File: src/rtl/vc_spi_mem_ctrl.sv
// vc_spi_mem_ctrl: SPI mode-0 bridge from the vc physical memory port
// to the external flash (cs_n[0]) and PSRAM (cs_n[1]).
module vc_spi_mem_ctrl #(
  parameter int PA      = 22,
  parameter int CLK_DIV = 1
) (
  input  logic          clk,
  input  logic          rst_n,
  input  logic          req_valid,
  output logic          req_ready,
  input  logic          req_write,
  input  logic          req_size,
  input  logic [PA-1:0] req_addr,
  input  logic [15:0]   req_wdata,
  output logic          resp_valid,
  output logic [15:0]   resp_rdata,
  output logic          spi_sck,
  output logic          spi_mosi,
  input  logic          spi_miso,
  output logic [1:0]    spi_cs_n
);

  typedef enum logic [1:0] {
    IDLE,
    SHIFT,
    GAP
  } state_t;

  localparam logic [3:0] HMAX = 4'(CLK_DIV - 1);

  state_t      state;
  state_t      state_nx;
  logic [3:0]  half_cnt;
  logic [5:0]  bit_cnt;
  logic [47:0] tx_sr;
  logic [15:0] rx_sr;
  logic        rd_q;
  logic        word_q;

  logic        accept;
  logic        drop;
  logic        start;
  logic        tick;
  logic        last_fall;
  logic        gap_end;
  logic [5:0]  last_bit;
  logic [23:0] addr24;
  logic [47:0] tx_init;

  assign req_ready = (state == IDLE);
  assign accept    = req_valid && req_ready;
  assign drop      = accept && req_write && !req_addr[PA-1];
  assign start     = accept && !drop;
  assign tick      = (half_cnt == HMAX);
  assign last_bit  = word_q ? 6'd47 : 6'd39;
  assign last_fall = (state == SHIFT) && tick && spi_sck
                     && (bit_cnt == last_bit);
  assign gap_end   = (state == GAP) && tick;
  assign spi_mosi  = tx_sr[47];

  // Frame: cmd, 24-bit addr, then data (low byte first for words).
  always_comb begin
    addr24 = 24'(req_addr[PA-2:0]);
    if (req_size) addr24[0] = 1'b0;
    tx_init = {(req_write ? 8'h02 : 8'h03), addr24, 16'h0000};
    if (req_write) begin
      tx_init[15:0] = req_size ? {req_wdata[7:0], req_wdata[15:8]}
                               : {req_wdata[7:0], 8'h00};
    end
  end

  always_ff @(posedge clk or negedge rst_n) begin
    if (!rst_n) state <= IDLE;
    else        state <= state_nx;
  end

  always_comb begin
    state_nx = state;
    unique case (state)
      IDLE:    if (start)     state_nx = SHIFT;
      SHIFT:   if (last_fall) state_nx = GAP;
      GAP:     if (gap_end)   state_nx = IDLE;
      default:                state_nx = IDLE;
    endcase
  end

  always_ff @(posedge clk or negedge rst_n) begin
    if (!rst_n) begin
      half_cnt   <= '0;
      bit_cnt    <= '0;
      tx_sr      <= '0;
      rx_sr      <= '0;
      rd_q       <= 1'b0;
      word_q     <= 1'b0;
      spi_sck    <= 1'b0;
      spi_cs_n   <= 2'b11;
      resp_valid <= 1'b0;
      resp_rdata <= '0;
    end else begin
      resp_valid <= 1'b0;
      unique case (state)
        IDLE: begin
          if (drop) resp_valid <= 1'b1;
          if (start) begin
            spi_cs_n <= req_addr[PA-1] ? 2'b01 : 2'b10;
            tx_sr    <= tx_init;
            rx_sr    <= '0;
            rd_q     <= !req_write;
            word_q   <= req_size;
            bit_cnt  <= '0;
            half_cnt <= '0;
            spi_sck  <= 1'b0;
          end
        end
        SHIFT: begin
          if (!tick) begin
            half_cnt <= half_cnt + 4'd1;
          end else begin
            half_cnt <= '0;
            if (!spi_sck) begin
              spi_sck <= 1'b1;
              if (rd_q && bit_cnt >= 6'd32)
                rx_sr <= {rx_sr[14:0], spi_miso};
            end else begin
              spi_sck <= 1'b0;
              tx_sr   <= {tx_sr[46:0], 1'b0};
              if (bit_cnt == last_bit) begin
                spi_cs_n   <= 2'b11;
                resp_valid <= 1'b1;
                tx_sr      <= '0;
                if (rd_q)
                  resp_rdata <= word_q ? {rx_sr[7:0], rx_sr[15:8]}
                                       : {8'h00, rx_sr[7:0]};
              end else begin
                bit_cnt <= bit_cnt + 6'd1;
              end
            end
          end
        end
        GAP: begin
          half_cnt <= tick ? 4'd0 : half_cnt + 4'd1;
        end
        default: begin
          spi_cs_n <= 2'b11;
          spi_sck  <= 1'b0;
        end
      endcase
    end
  end

endmodule

File: config.mk
export PLATFORM = sky130hd
export DESIGN_NAME = vc_spi_mem_ctrl
export DESIGN_NICKNAME = d
export VERILOG_FILES = /design/src/rtl/vc_spi_mem_ctrl.sv
export SDC_FILE = /design/constraint.sdc
export NUM_CORES = 1
export LEC_CHECK = 0
export BUFFER_PORTS_ARGS = -buffer_cell sky130_fd_sc_hd__buf_2
export CORE_ASPECT_RATIO = 0.8
export CORE_MARGIN = 8
export CORE_UTILIZATION = 40
export DETAILED_ROUTE_END_ITERATION = 10
export PLACE_DENSITY = 0.7
export SLEW_MARGIN = 10
export SYNTH_ARGS = -nofsm -noshare
export SYNTH_HDL_FRONTEND = slang
export SYNTH_SLANG_ARGS = --single-unit
File: constraint.sdc
create_clock -name clk -period 2.65 [get_ports clk]
set_input_delay 0.265 -clock clk [delete_from_list [all_inputs] [get_ports clk]]
set_output_delay 0.265 -clock clk [all_outputs]
set_load 0.01 [all_outputs]
==> summary.log <==
qor: worst_setup_path.crit_end tx_sr[21]$_DFFE_PN0P_
qor: worst_setup_path.rr_startpoint state[1]$_DFFE_PN0P_
qor: sta.final-hold-violation-count 0
qor: logic_synthesis.synth_compound_area_frac 0.1664
qor: clock_tree.worstSkewPairLatency 350 ps
qor: worst_setup_path.critical_path.startpoint_type register
qor: drt.drt_total_wl 10,720 µm
qor: sta.worst_pin_slew 1089 ps
qor: logic_synthesis.post_synth_xor_area_fraction 0.003438
qor: logic_synthesis.ys_top_cells_by_count 96 x sky130_fd_sc_hd__dfrtp_1, 55 x sky130_fd_sc_hd__nand2_1, 32 x sky130_fd_sc_hd__inv_1
qor: floorplan.placeableCoreArea 0.01152 mm²
qor: sta.slew_headroom 0.2687
qor: run_status.outcome finished clean
qor: worst_setup_path.ff2ff_path_depth 6
qor: power.leakage_power_figure 2.693 nW
qor: logic_synthesis.post_synth_edffs 0
qor: clock_tree.clock_tree.buffer_depth 2
qor: sta.setup_viol 0
qor: logic_synthesis.asyncSetResetFlopFracSynth 1.000
qor: sta.finClkSkew 9.721 ps
qor: logic_synthesis.synth_top_family_by_area compound AO/OA/AOI/OAI gates
qor: logic_synthesis.muxShareOfSynthArea 0.08781
qor: placed_design.numPortBuffers 65
qor: final_layout.ff_latch_area 0.002455 mm²
qor: final_layout.final_core_utilization 0.4759
qor: drt.antenna_violating_nets_remaining 0
qor: drt.avgViaCountPerCell 5.442
qor: worst_setup_path.critical_path.slowest_cell sky130_fd_sc_hd__nor3_1
qor: clock_tree.total_setup_buffers_inserted_after_cts 0
qor: clock_tree.hold_buffers 1
qor: logic_synthesis.synthCells 441
qor: run.max_cap_viol_count 0
qor: placed_design.detailedPlacementHpwl 7418 µm
qor: global_route.first_global_vias 3,693
qor: worst_setup_path.critical_path_required 2930 ps
qor: power.power_density 1022 mW/mm²
qor: sta.post-route-period-util 0.8715
qor: drt.routed_wire_length_per_instance 16.49 µm
qor: floorplan.design.die.area 0.01558 mm²
qor: drt.vias 3,537
qor: clock_tree.cts.sinks 98
qor: final_layout.multiInputGateArea 0.002009 mm²
qor: global_route.grt_first_pass_wirelength 18,290 µm
qor: logic_synthesis.synth_cell_area 0.004731 mm²
qor: clock_tree.tritoncts yes
qor: final_layout.n_antenna_cell 0
qor: floorplan.start_util 0.4108
qor: drt.count_of_routing_violations_after_the_opening_detailed_route_iteration 220
qor: global_route.grt_overflow 0
qor: floorplan.die_w 137.6 µm
qor: worst_setup_path.critPathKind reg2reg
qor: worst_setup_path.timing.critical_path.slowest_cell_delay 890 ps
qor: sta.rsz0062_at_grt false
qor: clock_tree.post_cts_resize_count 0
qor: clock_tree.clkTransAtPathRegs 60 ps
qor: global_route.grt_max_degree 55
qor: final_layout.syn2layout_area_growth 15.87%
qor: logic_synthesis.synthTopCellsByArea sky130_fd_sc_hd__dfrtp_1 51%, sky130_fd_sc_hd__a221o_1 6.1%, sky130_fd_sc_hd__mux2i_1 5.9%
qor: floorplan.die_h 113.3 µm
qor: logic_synthesis.synth.net_count 493
qor: floorplan.io_pins 66
qor: logic_synthesis.post_synth_and_or_nand_nor_area_fraction 0.1449
qor: global_route.number_of_antenna_violations_at_the_first_check_in_global_routing 0
qor: global_route.grt.total_usage 0.1446
qor: placed_design.gp_congestion 0.8156
qor: drt.drt-pass1-iter-count 4
qor: worst_setup_path.worst_setup_path_startpoint state[1]$_DFFE_PN0P_
qor: sta.fmaxAchievable 0.4330 GHz
qor: final_layout.drive_gt1_frac 0.2032
qor: logic_synthesis.synth.most_common_cell sky130_fd_sc_hd__dfrtp_1
qor: min_path.holdCritPathClass in2reg
qor: worst_setup_path.r2r_setup_slack 340 ps
qor: sta.sum_of_negative_setup_slack 0 ps
qor: logic_synthesis.share_of_synthesized_cell_area_in_full_adder_half_adder_and_majority_cells 0.02116
qor: placed_design.detailedPlace.worstSlack 317.0 ps
qor: worst_setup_path.critical_path.reg2reg.endpoint tx_sr[21]$_DFFE_PN0P_
qor: logic_synthesis.netlist.top_cell.by_area sky130_fd_sc_hd__dfrtp_1
qor: drt.drcViolationCount 0
qor: logic_synthesis.area_share_of_the_leading_cell_type_in_the_synthesized_netlist 0.5078
qor: worst_setup_path.crit_fanout 11
qor: final_layout.finish.net_count 549
qor: worst_setup_path.timing.critical_path.to_type register
qor: clock_tree.cts_root_buf sky130_fd_sc_hd__clkbuf_16
qor: logic_synthesis.ys_seq_area_frac 0.5189
qor: final_layout.fillerInstances 1,081
qor: logic_synthesis.yosys_register_bits 98
qor: power.vdd_drop_max 0.0003848 V
qor: sta.post-route-worst-setup-slack 340.4 ps
qor: logic_synthesis.syn-mean-instance-area 10.73 µm²
qor: floorplan.placementRows 35
qor: clock_tree.numCtsBuffers 9
qor: sta.min_period 2310 ps
qor: logic_synthesis.netlist-cell-type-count 52
qor: worst_setup_path.cp_data_arrival_time 2590 ps
qor: logic_synthesis.synthFlopType sky130_fd_sc_hd__dfrtp_1
qor: sta.final_max_slew_viol_count 0
qor: logic_synthesis.yosysWarnings 0
qor: clock_tree.cts_max_level 3
qor: worst_setup_path.crit_chain inv_1 > ha_1 > nand2_1 > nor3_1 > and2_1 > a221o_1
-- worst max-delay path, delay by kind of cell, from the launching register on --
family                     cells  cell delay (ps)
AOI/OAI and AO/OA              1              120
adders and majority gates      1              340
buffers and inverters          1              120
DFF                            1              390
and+or+nand+nor                3             1280
-- metrics by stage --
stage	hold slack (ps)	cell area [µm²]	cells	power, mW
after floorplan	-30.59	4731	441	3.826
after global placement	305.5	5174	633	4.216
after detailed placement	321.9	5174	633	4.323
after CTS	168.6	5482	650	5.648
after global routing	169.4	5482	650	5.989
final	177.4	5482	650	5.601
-- logic make-up after synthesis --
family	Yosys count
simple gates	133
compound gates	99
flops	98
buf+inv	62
mux	40
fa+ha+maj	8
xor+xnor	1
-- worst min path at each step --
| stage | depth (start not counted) | start | slack [ps] | endpoint |
|---|---|---|---|---|
| after floorplan | 0 | rst_n | -30 | bit_cnt[0]$_DFFE_PN0P_ |
| final | 3 | req_wdata[8] | 180 | tx_sr[0]$_DFFE_PN0P_ |
| after global routing | 2 | req_write | 170 | rd_q$_DFFE_PN0P_ |
| after CTS | 2 | req_write | 170 | rd_q$_DFFE_PN0P_ |
| after global placement | 1 | rst_n | 310 | resp_rdata[0]$_DFFE_PN0P_ |
| after detailed placement | 1 | rst_n | 320 | resp_rdata[7]$_DFFE_PN0P_ |
-- report_power, final --
part / leakage, nW / switching, mW / total, mW / internal, mW
clock network: 0.143 / 0.548 / 1.31 / 0.758
logic: 1.23 / 1.17 / 1.96 / 0.792
registers: 1.32 / 0.356 / 2.33 / 1.98
-- cells in the final DEF, fill, tap and decap left out, types with 8 or more instances in the layout --
cell type,synthesis,final
sky130_fd_sc_hd__inv_1,32,32
sky130_fd_sc_hd__ha_1,8,8
sky130_fd_sc_hd__nand3_1,20,20
sky130_fd_sc_hd__nand2_1,55,55
sky130_fd_sc_hd__a221o_1,29,29
sky130_fd_sc_hd__nor3_1,10,9
sky130_fd_sc_hd__o211ai_1,8,8
sky130_fd_sc_hd__mux2_1,11,11
sky130_fd_sc_hd__and3_1,10,10
sky130_fd_sc_hd__mux2i_1,28,28
sky130_fd_sc_hd__and2_1,13,13
sky130_fd_sc_hd__a21oi_1,8,8
sky130_fd_sc_hd__clkbuf_16,0,9
sky130_fd_sc_hd__buf_2,7,64
sky130_fd_sc_hd__buf_4,0,8
sky130_fd_sc_hd__a22o_1,9,9
sky130_fd_sc_hd__dfrtp_1,96,96
sky130_fd_sc_hd__o21ai_0,20,20
-- layer usage --
metal	up-vias	wire, µm	global-route usage
li1	1686	-	-
met1	1770	4976	0.1903
met2	70	5029	0.2229
met3	11	586	0.04650
met4	0	127	0.03902
met5	-	0	0
-- final cells by class --
class	count	area share
Tap cell	148	0.03378
Sequential cell	98	0.4478
Clock buffer	12	0.04497
Timing Repair Buffer	74	0.07487
Inverter	33	0.02260
Clock inverter	4	0.009359
Multi-Input combinational cell	281	0.3666
-- flip-flops by register name (all words and copies together), names as in the netlist --
signal,cells
rd_q,1
bit_cnt,6
resp_valid,1
tx_sr,48
spi_cs_n,2
resp_rdata,16
spi_sck,1
rx_sr,16
word_q,1
state,2
half_cnt,4
No activity file was read; power rests on OpenSTA's default activity.
